**src/rtl/writeback_pkg.sv**
```systemverilog
// Shared definitions for the write-back stage: default widths, the hard-wired
// zero register index and the pending-write entry layout.
package writeback_pkg;

  localparam int DATA_W_DEF = 32;
  localparam int ADDR_W_DEF = 5;

  localparam logic [ADDR_W_DEF-1:0] ZERO_REG = 5'd0;

  typedef struct packed {
    logic [ADDR_W_DEF-1:0] rd;
    logic [DATA_W_DEF-1:0] data;
  } wb_entry_t;

endpackage

```
**src/rtl/wb_queue.sv**
```systemverilog
// Circular FIFO of pending register writes. Exposes its head, every slot with a
// per-slot valid bit, and the oldest slot index so callers can walk entries by age.
module wb_queue
  import writeback_pkg::*;
#(
  parameter int  DEPTH   = 4,
  parameter type entry_t = wb_entry_t
) (
  input  logic                       clk,
  input  logic                       reset,
  input  logic                       i_push,
  input  entry_t                     i_din,
  input  logic                       i_pop,
  output entry_t                     o_head,
  output entry_t [DEPTH-1:0]         o_slots,
  output logic   [DEPTH-1:0]         o_slot_valid,
  output logic   [$clog2(DEPTH)-1:0] o_oldest,
  output logic   [$clog2(DEPTH):0]   o_count
);

  localparam int PW = $clog2(DEPTH);

  logic   [PW-1:0]    r_wr_ptr;
  logic   [PW-1:0]    r_rd_ptr;
  logic   [PW:0]      r_count;
  logic   [DEPTH-1:0] r_valid;
  entry_t [DEPTH-1:0] r_mem;

  logic w_push;
  logic w_pop;

  // Guarded here too, so a careless caller can never overrun or underrun.
  assign w_push = i_push && (r_count != (PW+1)'(DEPTH));
  assign w_pop  = i_pop  && (r_count != '0);

  always_ff @(posedge clk or posedge reset) begin
    if (reset) begin
      r_wr_ptr <= '0;
      r_rd_ptr <= '0;
      r_count  <= '0;
      r_valid  <= '0;
    end else begin
      if (w_push) begin
        r_valid[r_wr_ptr] <= 1'b1;
        r_wr_ptr          <= r_wr_ptr + 1'b1;
      end
      if (w_pop) begin
        r_valid[r_rd_ptr] <= 1'b0;
        r_rd_ptr          <= r_rd_ptr + 1'b1;
      end
      case ({w_push, w_pop})
        2'b10:   r_count <= r_count + 1'b1;
        2'b01:   r_count <= r_count - 1'b1;
        default: r_count <= r_count;
      endcase
    end
  end

  // Storage needs no reset: r_valid and r_count decide what is visible.
  always_ff @(posedge clk) begin
    if (w_push) r_mem[r_wr_ptr] <= i_din;
  end

  assign o_head       = r_mem[r_rd_ptr];
  assign o_slots      = r_mem;
  assign o_slot_valid = r_valid;
  assign o_oldest     = r_rd_ptr;
  assign o_count      = r_count;

endmodule

```
**src/rtl/writeback_stage.sv**
```systemverilog
// Register-file write side: selects the write-back value, queues pending writes,
// drains one per cycle to the register file, and forwards uncommitted results.
module writeback_stage
  import writeback_pkg::*;
#(
  parameter int DEPTH  = 4,
  parameter int DATA_W = DATA_W_DEF,
  parameter int ADDR_W = ADDR_W_DEF
) (
  input  logic                     clk,
  input  logic                     reset,
  input  logic                     wb_valid,
  output logic                     wb_ready,
  input  logic [ADDR_W-1:0]        wb_rd,
  input  logic                     RegWrite,
  input  logic                     MemtoReg,
  input  logic [DATA_W-1:0]        mem_data,
  input  logic [DATA_W-1:0]        ALU_Result,
  output logic                     rf_we,
  output logic [ADDR_W-1:0]        rf_waddr,
  output logic [DATA_W-1:0]        rf_wdata,
  input  logic                     rf_ready,
  input  logic [ADDR_W-1:0]        fwd_addr1,
  input  logic [ADDR_W-1:0]        fwd_addr2,
  output logic                     fwd_hit1,
  output logic                     fwd_hit2,
  output logic [DATA_W-1:0]        fwd_data1,
  output logic [DATA_W-1:0]        fwd_data2,
  output logic [$clog2(DEPTH):0]   pending
);

  localparam int QW = $clog2(DEPTH);

  typedef struct packed {
    logic [ADDR_W-1:0] rd;
    logic [DATA_W-1:0] data;
  } entry_t;

  entry_t               w_din;
  entry_t               w_head;
  entry_t [DEPTH-1:0]   w_slots;
  logic   [DEPTH-1:0]   w_slot_valid;
  logic   [QW-1:0]      w_oldest;
  logic   [QW:0]        w_count;
  logic   [QW-1:0]      w_age_idx [DEPTH];
  logic                 w_accept;
  logic                 w_enq;
  logic                 w_pop;

  // Handshake: a request transfers on a rising edge where wb_valid && wb_ready;
  // a write transfers to the register file on an edge where rf_we && rf_ready.
  assign wb_ready = (w_count != (QW+1)'(DEPTH));
  assign w_accept = wb_valid && wb_ready;
  assign w_enq    = w_accept && RegWrite && (wb_rd != ADDR_W'(ZERO_REG));
  assign w_din    = '{rd: wb_rd, data: (MemtoReg ? mem_data : ALU_Result)};
  assign w_pop    = rf_we && rf_ready;

  wb_queue #(
    .DEPTH   (DEPTH),
    .entry_t (entry_t)
  ) u_queue (
    .clk          (clk),
    .reset        (reset),
    .i_push       (w_enq),
    .i_din        (w_din),
    .i_pop        (w_pop),
    .o_head       (w_head),
    .o_slots      (w_slots),
    .o_slot_valid (w_slot_valid),
    .o_oldest     (w_oldest),
    .o_count      (w_count)
  );

  assign pending  = w_count;
  assign rf_we    = (w_count != '0);
  assign rf_waddr = rf_we ? w_head.rd   : '0;
  assign rf_wdata = rf_we ? w_head.data : '0;

  for (genvar k = 0; k < DEPTH; k++) begin : g_age
    assign w_age_idx[k] = w_oldest + QW'(k);
  end

  // Walks oldest to youngest and lets later matches overwrite, so the youngest
  // pending value for a register is the one forwarded.
  always_comb begin
    fwd_hit1  = 1'b0;
    fwd_hit2  = 1'b0;
    fwd_data1 = '0;
    fwd_data2 = '0;
    for (int k = 0; k < DEPTH; k++) begin
      if (w_slot_valid[w_age_idx[k]] && (fwd_addr1 != '0) &&
          (w_slots[w_age_idx[k]].rd == fwd_addr1)) begin
        fwd_hit1  = 1'b1;
        fwd_data1 = w_slots[w_age_idx[k]].data;
      end
      if (w_slot_valid[w_age_idx[k]] && (fwd_addr2 != '0) &&
          (w_slots[w_age_idx[k]].rd == fwd_addr2)) begin
        fwd_hit2  = 1'b1;
        fwd_data2 = w_slots[w_age_idx[k]].data;
      end
    end
  end

endmodule

```
**config.mk**
```make
export PLATFORM = sky130hd
export DESIGN_NAME = writeback_stage
export DESIGN_NICKNAME = d
export VERILOG_FILES = /design/src/rtl/writeback_pkg.sv /design/src/rtl/wb_queue.sv /design/src/rtl/writeback_stage.sv
export SDC_FILE = /design/constraint.sdc
export NUM_CORES = 1
export LEC_CHECK = 0
export ABC_AREA = 1
export ABC_CLOCK_PERIOD_IN_PS = 4900
export CORE_ASPECT_RATIO = 0.6
export CORE_MARGIN = 3
export CORE_UTILIZATION = 30
export DETAILED_ROUTE_END_ITERATION = 10
export PLACE_DENSITY_LB_ADDON = 0.1
export SKIP_CTS_REPAIR_TIMING = 1
export SLEW_MARGIN = 20
export SYNTH_ARGS = -nofsm -noshare
export SYNTH_HDL_FRONTEND = slang
export SYNTH_SLANG_ARGS = --single-unit
```
**constraint.sdc**
```tcl
create_clock -name clk -period 4.9 [get_ports clk]
set_input_delay 1.225 -clock clk [delete_from_list [all_inputs] [get_ports clk]]
set_output_delay 1.225 -clock clk [all_outputs]
set_load 0.02 [all_outputs]
```
==> metrics.cfg, run 1 <==
[run_status]
outcome=complete, no violations

[clocking]
cts-buffers-inserted=17
cts.htree.levels=4
clkTransAtPathRegs_ps=60
clk_latency_ps=440
numClockSinks=159
cts_tree=yes
clock-root-buffer=clkbuf_16
cts_buffer_depth=2

[worst_setup_path]
cp_common_cell=nand2_1
cp.required_ps=3670
path_delay_family=simple AND/OR/NAND/NOR gates
crit_fanout=20
critPathArrivalTime_ps=3470
crit_cells=18
critical_path_buf_inv_count=6
r2r_cells=9
crit_chain=clkinv_8 -> ha_1 -> buf_6 -> nand3_1 -> nand2_1 -> nand2_1 -> nand2_1 -> nor2_1 -> buf_4 -> nand3_4 -> buf_4 -> buf_4 -> nor2_1 -> nor2_1 -> nand2_1 -> nand2_1 -> nand2_1 -> buf_4
slowest_stage=dfrtp_4
startpoint_type=register
critPathMaxStageDelay_ps=490
end_kind=output port
critical_path_class=reg -> out

[layout]
drive_gt1_frac=0.113
syn_to_final_growth_pct=29.3
antenna_cells=0
seq_area_um2=4730
multi_input_area_um2=6970
fin_nets=2051
fin_cells=2529
nFillCells=4185
design_area_um2=16500

[route]
routed_via_density=4.87
post_drt_wl_per_cell_um=18.4
drt.antenna.violating_nets=0
routed_wl_um=46400
drc_errors=0
drt_iter0_markers=1040
vias=12300
dr.pass1.iters=5

[logic_synthesis]
synthMostInstantiatedCell=nand2_1
synth_top_area_share=0.347
ys_warn_count=0
async_flop_share=0.0692
ys_seq_area_frac=0.369
syn_avg_cell_area_um2=7.21
synth_edf_count=148
synthTopCellsByCount=nand2_1, nor2_1, edfxtp_1
syn-instance-count=1775
ys_ff_latch=159
synthFlopType=edfxtp_1
yosys.area.top_type=edfxtp_1
syn-num-nets=1870
ys_top_cells_by_area=edfxtp_1, nand2_1, nor2_1, mux2i_1, o21ai_0
ys_types=38
synth_area_um2=12800

[placement]
post-dp-hpwl_um=31200
place_ws_ps=-117
gp_congestion=0.873
placed_area_um2=15700
place_inst=2491
io_buffers=192

[timing]
worstMarginPinSlew_ps=883
fin_hold_ws_ps=578
clock.fmax_mhz=213
slew-limit-headroom=0.411
timing.final.crit_share=0.958
fin_ws_ps=205
slew_violations=0
finClkSkew_ps=10.2
final_hold_viol_count=0
rsz0062_at_grt=no
final.min_clock_period_ps=4700
finalSetupViolCount=0

[power]
ir_drop_mv=0.244
leakagePower_uw=0.00831
total_power_uw=11200
cellPowerDensity_nw_per_um2=679

[min_path]
hold_class=reg -> reg
hold_depth=1

[global_route]
grt_pass1_vias=11600
grt-ovfl-total=0
grt_pass1_wl_um=69600
antenna_found_initial=0
grt_max_degree=126
grt_use_total=0.200

[floorplan]
die_area_um2=45300
fp.dieW_um=273
start_util=0.310
fp.dieH_um=166
rows=57
coreArea_um2=41300
io_pins=193

[flow_run]
max_cap_viol_count=0

worst register-to-register path, cell delays in order, from the launching register on:
cell and delay [ps]:
dfrtp_1 440, nor3_2 190, buf_4 470, inv_1 120, nand2_1 160, inv_1 150, ha_1 220, inv_1 100
fa_1 410, o21ai_0 160
layout make-up:
type / count / share of cell area
Clock buffer: 17 / 0.0257
Timing Repair Buffer: 276 / 0.184
Tap cell: 560 / 0.0423
Timing Repair inverter: 1 / 0.000529
Sequential cell: 159 / 0.286
Inverter: 133 / 0.0312
Multi-Input combinational cell: 1368 / 0.421
Clock inverter: 15 / 0.00869
path summary, 6_finish.rpt:
kind / start / endpoint / slack [ps]
min in group asynchronous: reset / u_queue.r_wr_ptr[1] / 1090
max in group asynchronous: reset / u_queue.o_oldest[1] / 3450
hold reg to reg: u_queue.o_count[0] / u_queue.o_count[0] / 580
setup / recovery: u_queue.o_oldest[0] / fwd_data2[20] / 200
hold / removal: u_queue.o_count[0] / u_queue.o_count[0] / 580
setup reg to reg: u_queue.o_count[0] / u_queue.o_count[1] / 2410
metrics by stage:
step	utilization	TNS, ps
detailed placement	0.381	-2790
global placement	0.381	-3210
global route	0.401	0
floorplan	-	0
CTS	0.395	-6810
finish	0.401	0
per-layer routing:
layer / GRT usage / up-vias / share of wire
li1: - / 6194 / -
met1: 0.295 / 5707 / 0.50
met2: 0.307 / 371 / 0.43
met3: 0.0254 / 43 / 0.055
met4: 0.0522 / 0 / 0.016
met5: 0 / - / 0
placed cells by master, fill, tap and decap left out, types with 3 or more instances in the layout:
master,synthesis,final
inv_6,0,3
nor2_4,6,12
edfxtp_1,148,148
mux2_2,32,32
o21ai_0,143,143
clkbuf_16,0,18
nor2_2,5,5
inv_1,128,127
nand2_1,517,517
xor2_1,7,7
o21a_1,19,19
nand2_2,9,9
dlymetal6s2s_1,0,63
nand4_1,50,50
or2_2,27,27
nor2_1,276,270
a2bb2oi_1,4,4
clkdlybuf4s50_1,0,125
buf_12,1,25
or2_1,5,5
buf_4,13,57
clkinvlp_4,0,3
clkinv_2,0,3
ha_1,9,9
nand3_2,8,8
mux2i_1,90,90
o21ai_1,14,14
nand3b_1,5,5
dfrtp_1,11,9
inv_2,4,3
nand3_1,97,96
a21oi_1,37,37
clkinv_1,0,3
cells by family after synthesis:
group	synth area share
compound gates	0.0911
mux	0.0986
simple gates	0.334
buf+inv	0.0912
fa+ha+maj	0.0104
xor+xnor	0.00548
flops	0.369
registers in the layout, summed over array words and instances (netlist names):
register              count
u_queue.o_count           3
u_queue.o_oldest          2
u_queue.o_slot_valid      4
u_queue.o_slots         148
u_queue.r_wr_ptr          2
where the power goes:
group          total (uW)  switching (uW)  internal (uW)
Clock                1330             580            745
Sequential           1770            94.0           1680
Combinational        8130            5290           2840
(Power assumes the default switching activity.)
==> run 2, diff against run 1 <==
MAX_ROUTING_LAYER = met4   (was unset)
==> run 2 against run 1 <==
Net effect:
- largest cell class unchanged
- worst setup slack worse by 22 ps
- power hardly changed
- via count is 0.48% higher
- sequential cell count stayed put
- combinational power hardly changed
- first-iteration DRC count is 0.58% lower
- die area stayed put
- wire length hardly changed
- sequential power hardly changed
==> metrics.cfg, run 2 (same netlist as run 1, synthesis figures left out) <==
[run_status]
outcome=complete, no violations

[clocking]
cts_buffer_depth=2
cts-buffers-inserted=17
cts.htree.levels=4
clock-root-buffer=clkbuf_16
numClockSinks=159
clk_latency_ps=440
clkTransAtPathRegs_ps=60
cts_tree=yes

[placement]
gp_congestion=0.888
place_inst=2491
post-dp-hpwl_um=31200
place_ws_ps=-117
io_buffers=192

[global_route]
grt_max_degree=126
grt_use_total=0.206
antenna_found_initial=0
grt-ovfl-total=0
grt_pass1_vias=11700
grt_pass1_wl_um=69600

[timing]
final.min_clock_period_ps=4720
slew_violations=0
slew-limit-headroom=0.407
finalSetupViolCount=0
clock.fmax_mhz=212
setup_tns_ps=0
rsz0062_at_grt=no
worstMarginPinSlew_ps=889
finClkSkew_ps=7.59
final_hold_viol_count=0
fin_ws_ps=183
timing.final.crit_share=0.963
fin_hold_ws_ps=578

[layout]
fin_nets=2051
fin_cells=2529
largest_reg_flops=148
seq_area_um2=4730
final_common_cell=nand2_1
nFillCells=4185
antenna_cells=0
multi_input_area_um2=6970
drive_gt1_frac=0.113
final_cell_mix=nand2_1, nor2_1, edfxtp_1, o21ai_0, inv_1
syn_to_final_growth_pct=29.3

[worst_setup_path]
critPathMaxStageDelay_ps=490
critPathArrivalTime_ps=3490
startpoint_type=register
cp_common_cell=nand2_1
end_kind=output port
rrSetupSlack_ps=2410
slowest_stage=dfrtp_4
critical_path_class=reg -> out
crit_chain=clkinv_8 -> ha_1 -> buf_6 -> nand3_1 -> nand2_1 -> nand2_1 -> nand2_1 -> nor2_1 -> buf_4 -> nand3_4 -> buf_4 -> buf_4 -> nor2_1 -> nor2_1 -> nand2_1 -> nand2_1 -> nand2_1 -> buf_4
crit_fanout=20
cp.required_ps=3670

[power]
ir_drop_mv=0.242
total_power_uw=11200
leakagePower_uw=0.00831
cellPowerDensity_nw_per_um2=678

[min_path]
hold_class=reg -> reg

[route]
drc_errors=0
drt_iter0_markers=1034
drt.antenna.violating_nets=0
vias=12400
dr.pass1.iters=5
post_drt_wl_per_cell_um=18.4
routed_via_density=4.89
routed_wl_um=46400

[floorplan]
io_pins=193
rows=57
coreArea_um2=41300
start_util=0.310
fp.dieW_um=273
fp.dieH_um=166
die_area_um2=45300

[flow_run]
max_cap_viol_count=0

[run 2: layout make-up]
| class | instances | area share |
|---|---|---|
| multi-input combinational | 1368 | 0.421 |
| sequential | 159 | 0.286 |
| timing repair buffer | 276 | 0.184 |
| tap | 560 | 0.0423 |
| inverter | 133 | 0.0312 |
| clock buffer | 17 | 0.0257 |
| clock inverter | 15 | 0.00869 |
| timing repair inverter | 1 | 0.000529 |
[run 2: stage by stage]
step | cell area (um^2) | util
3_3_place_gp | 15700 | 0.381
6_report | 16500 | 0.401
2_1_floorplan | 12800 | -
3_5_place_dp | 15700 | 0.381
5_1_grt | 16500 | 0.401
4_1_cts | 16300 | 0.395
[run 2: worst max-delay path: cells and delay by family (launching register included)]
kind | cells | cell delay, ps
buf+inv | 6 | 1030
fa+ha+maj | 1 | 380
simple gates | 11 | 1130
flops | 1 | 490
[run 2: routing by layer]
layer	global-route usage	wire, um	part of all wire	up-vias
met4	0.0515	688	0.015	0
met3	0.0251	2480	0.054	41
li1	-	-	-	6198
met5	-	0	0	-
met1	0.295	23100	0.50	5770
met2	0.307	20100	0.43	365
[run 2: path summary, 6_finish.rpt]
kind                                         startpoint                      end  cells after the start
worst max-delay path                u_queue.o_oldest[0]            fwd_data2[20]                     18
min in group asynchronous                         reset       u_queue.o_count[2]                      2
worst max register to register       u_queue.o_count[0]       u_queue.o_count[1]                      9
worst min-delay path            u_queue.o_slot_valid[0]  u_queue.o_slot_valid[0]                      1
worst min register to register  u_queue.o_slot_valid[0]  u_queue.o_slot_valid[0]                      1
max in group asynchronous                         reset      u_queue.o_oldest[1]                      2
[run 2: power breakdown]
part | switching, uW | internal [uW] | total [uW]
sequential | 94.6 | 1680 | 1780
clock | 578 | 745 | 1320
combinational | 5290 | 2840 | 8130
total | 5960 | 5270 | 11200
==> run 3, diff against run 2 <==
ABC_AREA = unset   (was 1)
CORE_UTILIZATION = 25   (was 30)
==> run 3 against run 2 <==
Net effect:
- the flow now finishes with violations (negative setup slack)
- cell count fell by 30%
- sequential power rose by 3%
- register-to-register slack got worse by 220 ps
- combinational power fell by 20%
- cell area rose by 0.48%
- via count fell by 26%
- clock power fell by 7%
- area after synthesis fell by 6.8%
- sequential cell count did not move
- critical endpoint is now fwd_data2[15]
- non-clock buffer count rose by 37
==> metrics.cfg, run 3 <==
[route]
routed_via_density=5.18
drc_errors=0
drt.antenna.violating_nets=0
dr.pass1.iters=5
vias=9100
routed_wl_um=43300
drt_iter0_markers=744
post_drt_wl_per_cell_um=24.6

[logic_synthesis]
async_flop_share=0.0692
synth_area_um2=11900
ys_warn_count=0
ys_seq_area_frac=0.396
synthFlopType=edfxtp_1
syn-instance-count=872
synthTopCellsByCount=edfxtp_1, mux4_2, nand2_1
yosys.area.top_type=edfxtp_1
synth_edf_count=148
synth_top_area_share=0.373
ys_ff_latch=159
ys_top_cells_by_area=edfxtp_1, mux4_2, mux2_2, mux2i_1, xnor2_1
syn-num-nets=967
ys_types=46
syn_avg_cell_area_um2=13.7
synthMostInstantiatedCell=edfxtp_1

[worst_setup_path]
rrSetupSlack_ps=2190
cp.required_ps=3670
r2r-start=u_queue.o_count[0]
critical_path_buf_inv_count=6
startpoint_type=register
critPathMaxStageDelay_ps=570
critPathArrivalTime_ps=3730
r2r_end=u_queue.o_count[2]
crit_chain=inv_4 -> ha_4 -> buf_12 -> mux4_2 -> xor2_2 -> nor4_4 -> buf_4 -> a211oi_4 -> buf_6 -> buf_12 -> a211o_1 -> a22o_1 -> buf_6
slowest_stage=mux4_2
path_delay_family=buffers and inverters
end_kind=output port
r2r_cells=9
crit_fanout=7
critical_path_class=reg -> out

[placement]
gp_congestion=0.784
place_inst=1701
io_buffers=192
post-dp-hpwl_um=28700

[flow_run]
max_cap_viol_count=0

[timing]
fin_ws_ps=-51.0
finClkSkew_ps=10.5
worstMarginPinSlew_ps=998
slew_violations=0
timing.final.crit_share=1.01
rsz0062_at_grt=yes
final.min_clock_period_ps=4950
finalSetupViolCount=10
clock.fmax_mhz=202
final_hold_viol_count=0
slew-limit-headroom=0.335

[layout]
final_cell_mix=edfxtp_1, mux4_2, clkdlybuf4s50_1, buf_4, nand2_1
syn_to_final_growth_pct=39.4
fin_nets=1210
largest_reg_flops=148
final_common_cell=edfxtp_1
fin_cells=1758
drive_gt1_frac=0.404

[clocking]
clk_latency_ps=440
clock-root-buffer=clkbuf_16
clkTransAtPathRegs_ps=70
numClockSinks=159
cts.htree.levels=4
cts-buffers-inserted=17
cts_tree=yes
cts_buffer_depth=2

[min_path]
hp-start=u_queue.o_count[0]
hold_class=reg -> reg
holdPathEnd=u_queue.o_count[0]
hold_depth=1

[power]
cellPowerDensity_nw_per_um2=577
leakagePower_uw=0.00607
ir_drop_mv=0.539
total_power_uw=9600

[global_route]
grt_use_total=0.168
grt-ovfl-total=0
grt_pass1_wl_um=60900
grt_max_degree=85
antenna_found_initial=1
grt_pass1_vias=9079

[floorplan]
io_pins=193
coreArea_um2=46700
fp.dieW_um=288
rows=61
die_area_um2=50500
start_util=0.255
fp.dieH_um=175

[run_status]
violations=negative setup slack
outcome=complete, but fails checks

run 3: cell count changes after synthesis, sizes merged, moves of 34 or more:
cell	before	now
o21ai	157	8
xnor2	1	35
nor2b	0	37
mux2i	90	36
nor2	287	43
nand3	106	26
inv	133	17
nand4	50	6
mux4	0	146
nand2	526	70
buf	85	45
run 3: per-stage QoR:
stage | instance area [um^2] | setup TNS [ps] | utilization | hold WS, ps | setup slack, ps
after detailed placement | 15400 | -19170 | 0.329 | 552 | -413
after floorplan | 12100 | 0 | - | 549 | 9.36
final | 16600 | -221 | 0.356 | 559 | -51.0
after global placement | 15400 | -21070 | 0.329 | 541 | -466
after global routing | 16600 | -2760 | 0.356 | 580 | -161
after CTS | 15900 | -25010 | 0.340 | 561 | -560
run 3: final cells by class:
cell class,instances,area (um^2)
clock buffer,17,425
antenna,1,2.50
clock inverter,14,103
timing repair buffer,313,3240
multi-input combinational,607,7270
tap,630,788
sequential,159,4730
fill,4514,30100
inverter,17,66.3
run 3: cell families (layout without fill, tap and decap cells):
kind of cell	count (synthesis)	count (layout)	share of synthesized area
xor+xnor	45	45	0.0330
fa+ha+maj	10	10	0.0111
mux	220	220	0.342
other cells	0	1	0
flops	159	159	0.396
simple gates	212	212	0.0866
buf+inv	106	361	0.0409
compound gates	120	120	0.0909
run 3: worst register-to-register path: stages, from the launching register on:
cell and delay, ps:
dfrtp_1 430, nor3_2 70, buf_4 320, nor2b_1 650
ha_1 310, inv_1 60, fa_1 370, xor2_1 150
nor2_1 110, xor2_1 160
run 3: routing by layer:
metal  GRT usage  wire [um]
met1       0.240      20800
met2       0.249      19800
met3      0.0330       2210
met4      0.0295        505
met5           -          0
run 3: worst max-delay path by stage:
stage,start,cells past startpoint,slack (ps),end
finish,u_queue.o_oldest[1],13,-50,fwd_data2[15]
global route,u_queue.o_oldest[1],13,-160,fwd_data2[15]
CTS,u_queue.o_oldest[1],10,-560,fwd_data2[30]
detailed placement,fwd_addr2[2],9,-410,fwd_data2[30]
global placement,fwd_addr2[2],9,-470,fwd_data2[30]
floorplan,u_queue.o_oldest[0],16,9,fwd_data2[19]
run 3: report_power, final:
group          internal, uW  switching [uW]
Combinational          3160            3380
Sequential             1690             146
Clock                   684             551
Total                  5530            4070
